$ cat config.mk
export PLATFORM = sky130hd
export DESIGN_NAME = range_counter
export DESIGN_NICKNAME = d
export VERILOG_FILES = /design/src/rtl/range_counter.sv
export SDC_FILE = /design/constraint.sdc
export NUM_CORES = 1
export LEC_CHECK = 0
export CORE_MARGIN = 10
export CORE_UTILIZATION = 45
export DETAILED_ROUTE_END_ITERATION = 8
export DONT_BUFFER_PORTS = 1
export SLEW_MARGIN = 40
export SYNTH_ARGS = -nofsm -noshare
export SYNTH_HDL_FRONTEND = slang
export SYNTH_SLANG_ARGS = --single-unit
$ cat constraint.sdc
create_clock -name CLK -period 4.85 [get_ports CLK]
set_input_delay 0.97 -clock CLK [delete_from_list [all_inputs] [get_ports CLK]]
set_output_delay 0.97 -clock CLK [all_outputs]
set_load 0.05 [all_outputs]
$ cat src/rtl/range_counter.sv
// Candidate-index generator: walks [start_value, end_value] by a runtime stride and
// presents each index over valid/ready. Define RANGE_COUNTER_STATS_EN to add the issued-beat counter.
module range_counter #(
  parameter int WIDTH  = 32,
  parameter int SWIDTH = 8    // must not exceed WIDTH
) (
  input  logic              CLK,
  input  logic              reset_n,
  input  logic              load,
  input  logic [WIDTH-1:0]  start_value,
  input  logic [WIDTH-1:0]  end_value,
  input  logic [SWIDTH-1:0] stride,
  input  logic              enable,
  input  logic              step,
  input  logic              abort,
  input  logic              count_ready,
  output logic [WIDTH-1:0]  count,
  output logic              count_valid,
  output logic              running,
  output logic              done,
  output logic              range_err
`ifdef RANGE_COUNTER_STATS_EN
  ,
  output logic [WIDTH-1:0]  issued
`endif
);

  typedef enum logic [2:0] {
    S_IDLE,
    S_ARMED,
    S_STEP,
    S_RUN,
    S_DONE
  } state_e;

  state_e              state_q, state_d;
  logic [WIDTH-1:0]    count_q, count_d;
  logic [WIDTH-1:0]    end_q, end_d;
  logic [SWIDTH-1:0]   stride_q, stride_d;
  logic                range_err_q, range_err_d;
  logic                count_valid_q, count_valid_d;
  logic                running_q, running_d;
  logic                done_q, done_d;

  logic                handshake;
  logic                load_ok;
  logic                last;
  logic [WIDTH:0]      remain;
  logic [WIDTH:0]      stride_ext;

  assign handshake  = count_valid_q & count_ready;
  assign load_ok    = load & (state_q inside {S_IDLE, S_ARMED, S_DONE});

  // One bit of headroom so the end-of-range test never wraps at the top of the index space.
  assign stride_ext = {{(WIDTH + 1 - SWIDTH){1'b0}}, stride_q};
  assign remain     = {1'b0, end_q} - {1'b0, count_q};
  assign last       = (remain < stride_ext);

  always_comb begin
    // NOTE: every signal gets a default first so no path through this block can infer a latch.
    state_d     = state_q;
    count_d     = count_q;
    end_d       = end_q;
    stride_d    = stride_q;
    range_err_d = range_err_q;

    if (abort) begin
      state_d     = S_IDLE;
      count_d     = '0;
      range_err_d = 1'b0;
    end else if (load_ok) begin
      count_d = start_value;
      if (start_value <= end_value) begin
        end_d       = end_value;
        stride_d    = (stride == '0) ? SWIDTH'(1) : stride;
        range_err_d = 1'b0;
        state_d     = S_ARMED;
      end else begin
        range_err_d = 1'b1;
        state_d     = S_DONE;
      end
    end else begin
      case (state_q)
        S_ARMED: begin
          if (enable) begin
            state_d = S_RUN;
          end else if (step) begin
            state_d = S_STEP;
          end
        end
        S_STEP: begin
          if (handshake) begin
            if (last) begin
              state_d = S_DONE;
            end else begin
              count_d = count_q + stride_ext[WIDTH-1:0];
              state_d = S_ARMED;
            end
          end
        end
        S_RUN: begin
          // Without a handshake the beat is held, whatever enable does.
          if (handshake) begin
            if (last) begin
              state_d = S_DONE;
            end else begin
              count_d = count_q + stride_ext[WIDTH-1:0];
              state_d = enable ? S_RUN : S_ARMED;
            end
          end
        end
        default: begin
        end
      endcase
    end

    count_valid_d = (state_d == S_STEP) || (state_d == S_RUN);
    running_d     = (state_d == S_RUN);
    done_d        = (state_d == S_DONE);
  end

  always_ff @(posedge CLK or negedge reset_n) begin
    if (!reset_n) begin
      state_q       <= S_IDLE;
      count_q       <= '0;
      end_q         <= '0;
      stride_q      <= SWIDTH'(1);
      range_err_q   <= 1'b0;
      count_valid_q <= 1'b0;
      running_q     <= 1'b0;
      done_q        <= 1'b0;
    end else begin
      // NOTE: non-blocking assignments so every register samples the pre-edge values.
      state_q       <= state_d;
      count_q       <= count_d;
      end_q         <= end_d;
      stride_q      <= stride_d;
      range_err_q   <= range_err_d;
      count_valid_q <= count_valid_d;
      running_q     <= running_d;
      done_q        <= done_d;
    end
  end

  assign count       = count_q;
  assign count_valid = count_valid_q;
  assign running     = running_q;
  assign done        = done_q;
  assign range_err   = range_err_q;

`ifdef RANGE_COUNTER_STATS_EN
  logic [WIDTH-1:0] issued_q, issued_d;
  logic             beat;
  logic             stats_clear;

  // An aborted cycle drops its beat; load is never accepted while a beat is presented.
  assign beat        = handshake & ~abort;
  assign stats_clear = abort | load_ok;

  always_comb begin
    issued_d = issued_q;
    if (stats_clear) begin
      issued_d = '0;
    end else if (beat && (issued_q != '1)) begin
      issued_d = issued_q + WIDTH'(1);
    end
  end

  always_ff @(posedge CLK or negedge reset_n) begin
    if (!reset_n) begin
      issued_q <= '0;
    end else begin
      issued_q <= issued_d;
    end
  end

  assign issued = issued_q;
`endif

  // A presented candidate is always inside the range and holds until it is taken.
  a_in_range: assert property (@(posedge CLK) disable iff (!reset_n)
    count_valid_q |-> (count_q <= end_q));
  a_hold: assert property (@(posedge CLK) disable iff (!reset_n)
    (count_valid_q && !count_ready && !abort) |=> (count_valid_q && $stable(count_q)));

endmodule

==> results of run 1 <==
==> sequential cells by signal, indices dropped and copies added, names as in the netlist <==
signal	count
stride_q	8
running	1
count_valid	1
state_q	3
count	32
range_err	1
end_q	32
done	1
==> worst max-delay path: stages, from the launching register on <==
cell and delay [ns]:
sky130_fd_sc_hd__dfrtp_1 0.39, sky130_fd_sc_hd__ha_1 0.23, sky130_fd_sc_hd__fa_1 0.42, sky130_fd_sc_hd__nand2b_1 0.20
sky130_fd_sc_hd__a21oi_2 0.28, sky130_fd_sc_hd__nor2_1 0.12, sky130_fd_sc_hd__xnor2_1 0.15, sky130_fd_sc_hd__ha_1 0.20
sky130_fd_sc_hd__a211o_1 0.26, sky130_fd_sc_hd__o221ai_1 0.17, sky130_fd_sc_hd__o2111a_1 0.23, sky130_fd_sc_hd__o311ai_1 0.11
sky130_fd_sc_hd__nand4b_1 0.37, sky130_fd_sc_hd__nor3_4 0.50, sky130_fd_sc_hd__buf_4 0.25, sky130_fd_sc_hd__nor3_2 0.06
sky130_fd_sc_hd__a2111oi_2 0.37
==> cell families (layout without fill, tap and decap cells) <==
logic type               after synthesis  after routing  synth area share
AND/OR/NAND/NOR                      317            317             0.208
AO/OA/AOI/OAI                        316            316             0.285
buffers and inverters                134            149            0.0702
adder cells (fa/ha/maj)               81             81             0.136
flip-flops                            79             79             0.262
XOR/XNOR                              15             15            0.0174
multiplexers                          15             15            0.0215
==> synthesized netlist by cell type, drive strengths merged (12+ instances only) <==
cell	number	area [um2]
nand4	19	125
a21o	20	150
clkbuf	28	106
nand3	28	145
o21a	12	90.1
a211oi	15	113
inv	92	345
buf	14	78.8
ha	79	988
o21ai	85	425
nor4	21	131
nor2	71	267
a21oi	70	358
nand2	97	364
nor3	21	121
dfrtp	78	1950
==> area by class of cell <==
class                      instances  area, um2
inverter                          92        345
timing repair buffer              41        320
sequential                        79       1980
clock inverter                     2       37.5
tap                              220        275
fill                            1645       8230
clock buffer                      14        274
multi-input combinational        744       5060
==> cells in the final DEF, fill, tap and decap left out, drive strengths merged, types with 4 or more instances in the layout <==
cell type	n
and2	7
o31ai	5
a211o	6
a21o	20
xor2	4
or3	11
a31oi	10
o41ai	4
a311oi	7
o221ai	4
o21ai	85
nor2	71
buf	41
clkbuf	14
xnor2	11
o22ai	4
nor4	21
o21a	12
dfrtp	78
a211oi	15
inv	92
a2111oi	7
or4	4
o221a	4
nand2	97
mux2i	5
mux2	10
nand2b	11
o211a	6
ha	79
a221o	4
nand4	19
nand3	28
o211ai	10
o21bai	4
nor3	21
a21oi	70
and3	9
==> layer usage <==
metal | GRT usage | vias up
li1 | - | 3572
met1 | 0.322 | 3589
met2 | 0.349 | 326
met3 | 0.0625 | 32
met4 | 0.0496 | 0
met5 | 0 | -
==> worst min-delay path by stage <==
stage,from,slack [ns],end,cells past startpoint
detailed placement,end_q[30],0.47,end_q[30],2
global placement,end_q[17],0.47,end_q[17],2
global route,reset_n,0.31,stride_q[1],0
finish,reset_n,0.32,stride_q[1],0
floorplan,end_q[10],0.45,end_q[10],2
CTS,reset_n,0.31,stride_q[1],0
==> through the flow <==
| stage | cell area, um2 | utilization | instances |
|---|---|---|---|
| floorplan | 7560 | - | 957 |
| global placement | 7980 | 0.483 | 1176 |
| detailed placement | 7980 | 0.483 | 1176 |
| CTS | 8290 | 0.502 | 1192 |
| global route | 8290 | 0.502 | 1192 |
| finish | 8290 | 0.502 | 1192 |
==> report_power, final <==
group | total [mW] | internal [mW] | leakage [nW] | switching, mW
Sequential | 0.858 | 0.767 | 1.01 | 0.0901
Combinational | 1.84 | 0.687 | 2.59 | 1.15
Clock | 0.721 | 0.442 | 0.149 | 0.279
Total | 3.42 | 1.90 | 3.75 | 1.52
==> results list, run 1 <==
* Outcome: finished, final reports clean
- TNS Setup: 0 ns
- For the pin with the worst max-slew slack, the measured transition is 0.855 ns.
* HP Class: primary input to async pin
- Count of distinct cell types in the synthesized netlist: 83
- Share of the clock period used by the worst path after layout: 0.913
- Sinks on Clock Net: 79
- The first global-routing pass estimated 40.7 mm of wire.
- The worst setup path is launched from a flop.
* Setup repair after global routing missed its margin: false
* Count of mapped cells out of synthesis: 957
- The longest clock path from root to sink contains 2 buffers.
- For this block, the initial DRC count from the detailed router was 899.
- Post-route met1 wirelength: 11.6 mm
- Layout cell share with drive strength beyond 1: 0.0957
- Static Leak: 3.75 nW
- CTS built an H-tree with a depth of 3.
- Number of maximum-capacitance violations: 0
- Total power for the finished layout comes to ~3.4 mW.
- Post-CTS Setup Inserts: 0
* Die X: about 150 um
* Starting density of the core: 0.458
- Number of buffers inserted by hold repair at cts: 0
- The critical path starts at count[0].
- Grt ovf: 0
- In the synthesized netlist the dominant register cell turns out to be sky130_fd_sc_hd__dfrtp_1.
- Via count of the first global-routing pass: about 7100
- Signed area change from the synthesized netlist to the final layout: 9.63%
- The worst path meets setup with between 0.4 and 0.5 ns of slack.
- Syn Std Cell Area: 0.00756 mm2
- EDFF count, synth: 0
- In this run the power density over the cells is 412 mW/mm2.
- During I/O placement, the number of pins put on the boundary was 115.
- Reg2Reg Setup Slack: 0.42 ns
* Crit path kind: flop to flop
* Clock buffer count from CTS: 9
* Met2 wire length: about 12 mm
* Total GRT Usage: 0.231
* FF+latch count, synth: 79
- Post-layout min period: 4.43 ns
* Net count after synthesis: 1117
- The first TritonRoute pass finished after 5 iterations.
* Worst max-slew margin expressed relative to the limit: 0.428
* VDD IR-drop max: between 0.00015 and 0.0002 V
* Highest Signal Layer: met4
- Inserted Diodes: 0
* Root buffer selected by CTS: sky130_fd_sc_hd__clkbuf_16
- At the later pin of the worst-skew pair, clock insertion delay measures ~0.34 ns.
- Worst hold margin: approximately 0.32 ns
* I/O Buffers: 0
- DIE HEIGHT: 150 um
* Final wirelength: about 26 mm
- Final weighted congestion in routability-driven placement: 0.954
* Async set or reset register ratio after synthesis: 1.00
- Sum of met3 wire segment lengths after detailed routing: about 2.4 mm
* Number of hold-slack violations in the final timing report: 0
* TritonCTS clock tree: yes
- For the worst setup path, the data required time is 5.09 ns.
* Seq/Total Area, Yosys: 0.262
- Avg Inst Size Synth: 7.90 um2
- Worst Setup EP: count[25]
* Number of antenna violations at the first check in global routing: 0
- Top achievable clock speed: around 230 MHz
* Number of core rows: 47
- Depth of the worst register-to-register path: 16
- Peak fanout along the critical path: 10
- Detailed placement finished with a half-perimeter wire length of 20.9 mm.
* Final max-slew violation count: 0
- Once the clock tree was built, the resizer swapped 0 gates to a different size.
- The routed layout has ~7500 vias.
- The worst setup path is captured at a flop.
- Clock transition at the register clock pins on the worst setup and hold paths after CTS: roughly 0.060 ns
* DRC errors left: 0
* Number of nets in the layout: ~1100
- Die Outline Area: 0.0224 mm2
* Number of vias per cell after detailed routing: 6.31
* Final setup violation count: 0
* Endpoint of the most critical register-to-register path: count[25]
* Area inside the core boundary: 0.0165 mm2
- Entering global routing, the biggest net connects 80 pins.
- Once detail routing completed, the nets flagged for antenna violations numbered 0.
- Clock tree skew after final layout: 0.00644 ns
- Startpoint of the lowest-slack register-to-register path: count[0]
- Setup Slack @ Placement: 0.468 ns
* Arrival time at the worst endpoint: 4.67 ns
- After detailed routing, the average wire length per cell comes to 21.8 um.
- Synthesis warning total: 0
Power figures use the tool's default switching activity.
==> inputs of run 2 (changes only) <==
--- a/config.mk
+++ b/config.mk
@@ -5,6 +5,7 @@
 export SDC_FILE = /design/constraint.sdc
 export NUM_CORES = 1
 export LEC_CHECK = 0
+export CORE_ASPECT_RATIO = 0.75
 export CORE_MARGIN = 10
 export CORE_UTILIZATION = 45
 export DETAILED_ROUTE_END_ITERATION = 8
==> results list, run 2 (synthesized netlist as in run 1, its figures left out) <==
- Of the cells placed in the final design, the portion with a size suffix greater than 1 is 0.0986.
- Final wirelength: 27.5 mm
- Met2 wire length: approximately 11 mm
- The first TritonRoute pass finished after 5 iterations.
* Origin of the worst setup path: count[0]
- For this design the top-level I/O count stands at approximately 120.
- Leaving out fill and tap cells, the most frequent cell in the layout is sky130_fd_sc_hd__nand2_1.
- For this design the static power due to leakage is 3.76 nW.
- HP Class: primary input to async pin
- The critical path is of the flop to flop type.
- Top library cells by usage in the layout, fill and taps aside: 96 x sky130_fd_sc_hd__nand2_1, 92 x sky130_fd_sc_hd__inv_1, 83 x sky130_fd_sc_hd__o21ai_0, 79 x sky130_fd_sc_hd__ha_1, 78 x sky130_fd_sc_hd__dfrtp_1
- Setup repair after global routing missed its margin: false
* Post-CTS Setup Inserts: 0
- WP data required: 5.07 ns
- Post-route met1 wirelength: between 10 and 15 mm
* Wire length of the first global-routing pass: 42.7 mm
* Arrival time at the worst endpoint: between 4 and 5 ns
- STA classifies the critical path endpoint as a flop.
* Clock tree skew after final layout: a little over 0.006 ns
- Depth of the worst register-to-register path: 13
* Share of total power consumed by net switching: 0.451
* Grt ovf: 0
* Total GRT Usage: 0.241
- Setup total negative slack on the finished layout was measured at 0 ns.
* Post-CTS sizing: 0
- Slew at the pin with the worst max-slew slack: just under 0.8 ns
- Entering global routing, the biggest net connects 80 pins.
- Number of vias per cell after detailed routing: 6.37
- TritonCTS built the clock tree.
- Clk_lat worst skew: ~0.35 ns
- The critical path ends at count[25].
- Number of hold-slack violations in the final timing report: 0
- Utilization after layout: 0.511
- For this configuration, the core starts out at a cell density of 0.465.
- The worst setup path is launched from a flop.
- Once detailed placement completed, the half-perimeter wirelength came to 21.9 mm.
* Number of buffers inserted by hold repair at cts: 0
- Clock-pin slew was measured on the worst setup and hold paths at roughly 0.060 ns.
* Sinks on Clock Net: 79
* Setup Slack @ Placement: about 0.53 ns
- From left edge to right edge, the die measures around 170 um.
- The share of total power dissipated in combinational logic is 0.534.
- The worst register-to-register path ends at count[25].
- Sum of met3 wire segment lengths after detailed routing: 3.51 mm
- In this run the worst path has a maximum fanout of 19.
* Vias: about 7500
* Reg2Reg Setup Slack: 0.40 ns
- Avg WL per Cell: 23.2 um
- I/O Buffers: 0
* Number of antenna violations at the first check in global routing: 0
- DIE HEIGHT: ~130 um
- The congestion estimate from routability-driven global placement came to 0.970.
- DRC errors left: 0
- Antenna Nets Post-Route: 0
- Dividing the final minimum period by the clock period gives 0.917.
- Clock buffer count from CTS: 9
* Number of nets in the layout: 1129
- Root buffer selected by CTS: sky130_fd_sc_hd__clkbuf_16
* Level count of the clock H-tree: 3
* Iteration-0 DRC count of the detailed router: 736
- Maximum number of buffers from clock root to sink: 2
- The analysis attributes to net switching a power of 1.58 mW.
- Of the total power, the clock network draws 0.216.
- Internal power: around 1.9 mW
- Power density of the placed cells: 421 mW/mm2
- Number of maximum-capacitance violations: 0
* Area inside the core boundary: 0.0163 mm2
* Highest Signal Layer: met4
* Final setup violation count: 0
- Post-layout min period: 4.45 ns
- Outcome: finished, final reports clean
- Startpoint of the lowest-slack register-to-register path: count[0]
* PnR Total Power: 3.50 mW
- Worst max-slew margin expressed relative to the limit: 0.479
* Via count of the first global-routing pass: 7194
- Row generation in the floorplan step produced 40 rows.
- Die Outline Area: 0.0224 mm2
* Inserted Diodes: 0
- Based on the critical path, the design can be clocked at up to 225 MHz.
* Signed area change from the synthesized netlist to the final layout: 9.83%
* Sequential power share: 0.249
- Fin worst setup slack: slightly above 0.4 ns
- VDD sags by at most between 0.00015 and 0.0002 V.
- Final max-slew violation count: 0
run 2: per-stage QoR:
step / instance area [um2] / hold slack (ns) / cells
6_report: 8310 / 0.315 / 1184
5_1_grt: 8310 / 0.299 / 1184
4_1_cts: 8310 / 0.307 / 1184
3_5_place_dp: 7980 / 0.479 / 1168
3_3_place_gp: 7980 / 0.467 / 1168
2_1_floorplan: 7560 / 0.454 / 957
run 2: worst max-delay path, cell delays in order, from the launching register on:
cell and delay, ns:
sky130_fd_sc_hd__dfrtp_1 0.38, sky130_fd_sc_hd__ha_1 0.23, sky130_fd_sc_hd__fa_1 0.41, sky130_fd_sc_hd__nand2b_1 0.20
sky130_fd_sc_hd__a21oi_2 0.31, sky130_fd_sc_hd__o2111ai_1 0.25, sky130_fd_sc_hd__a2111o_1 0.49, sky130_fd_sc_hd__a21o_1 0.20
sky130_fd_sc_hd__a221oi_2 0.41, sky130_fd_sc_hd__nand4_2 0.25, sky130_fd_sc_hd__nor3_4 0.48, sky130_fd_sc_hd__buf_12 0.22
sky130_fd_sc_hd__nor3_2 0.07, sky130_fd_sc_hd__a2111oi_2 0.41
run 2: area by class of cell:
class                           instances  area, um2
Clock buffer                           11        243
Clock inverter                          5       81.3
Fill cell                            1576       7960
Inverter                               92        345
Multi-Input combinational cell        744       5060
Sequential cell                        79       1980
Tap cell                              210        263
Timing Repair Buffer                   43        335
run 2: worst min-delay path by stage:
stage                    from           to  slack [ns]  cells past startpoint
finish                reset_n  stride_q[3]        0.32                      0
global route          reset_n  stride_q[3]        0.30                      0
CTS                   reset_n  stride_q[3]        0.31                      0
detailed placement  end_q[27]    end_q[27]        0.48                      2
global placement    end_q[27]    end_q[27]        0.47                      2
floorplan           end_q[10]    end_q[10]        0.45                      2
run 2: power groups by stage:
stage          clock network, mW  logic [mW]  registers, mW
2_1_floorplan                  0        1.31          0.917
3_3_place_gp                   0        1.82          0.881
3_5_place_dp                   0        1.81          0.883
4_1_cts                    0.764        1.82          0.871
5_1_grt                    0.792        2.07          0.884
6_report                   0.756        1.87          0.873
run 2: metal layers:
layer  vias up  global-route usage
li1       3574                   -
met2       382               0.331
met5         -                   0
met1      3560               0.338
met3        27               0.107
met4         0              0.0462
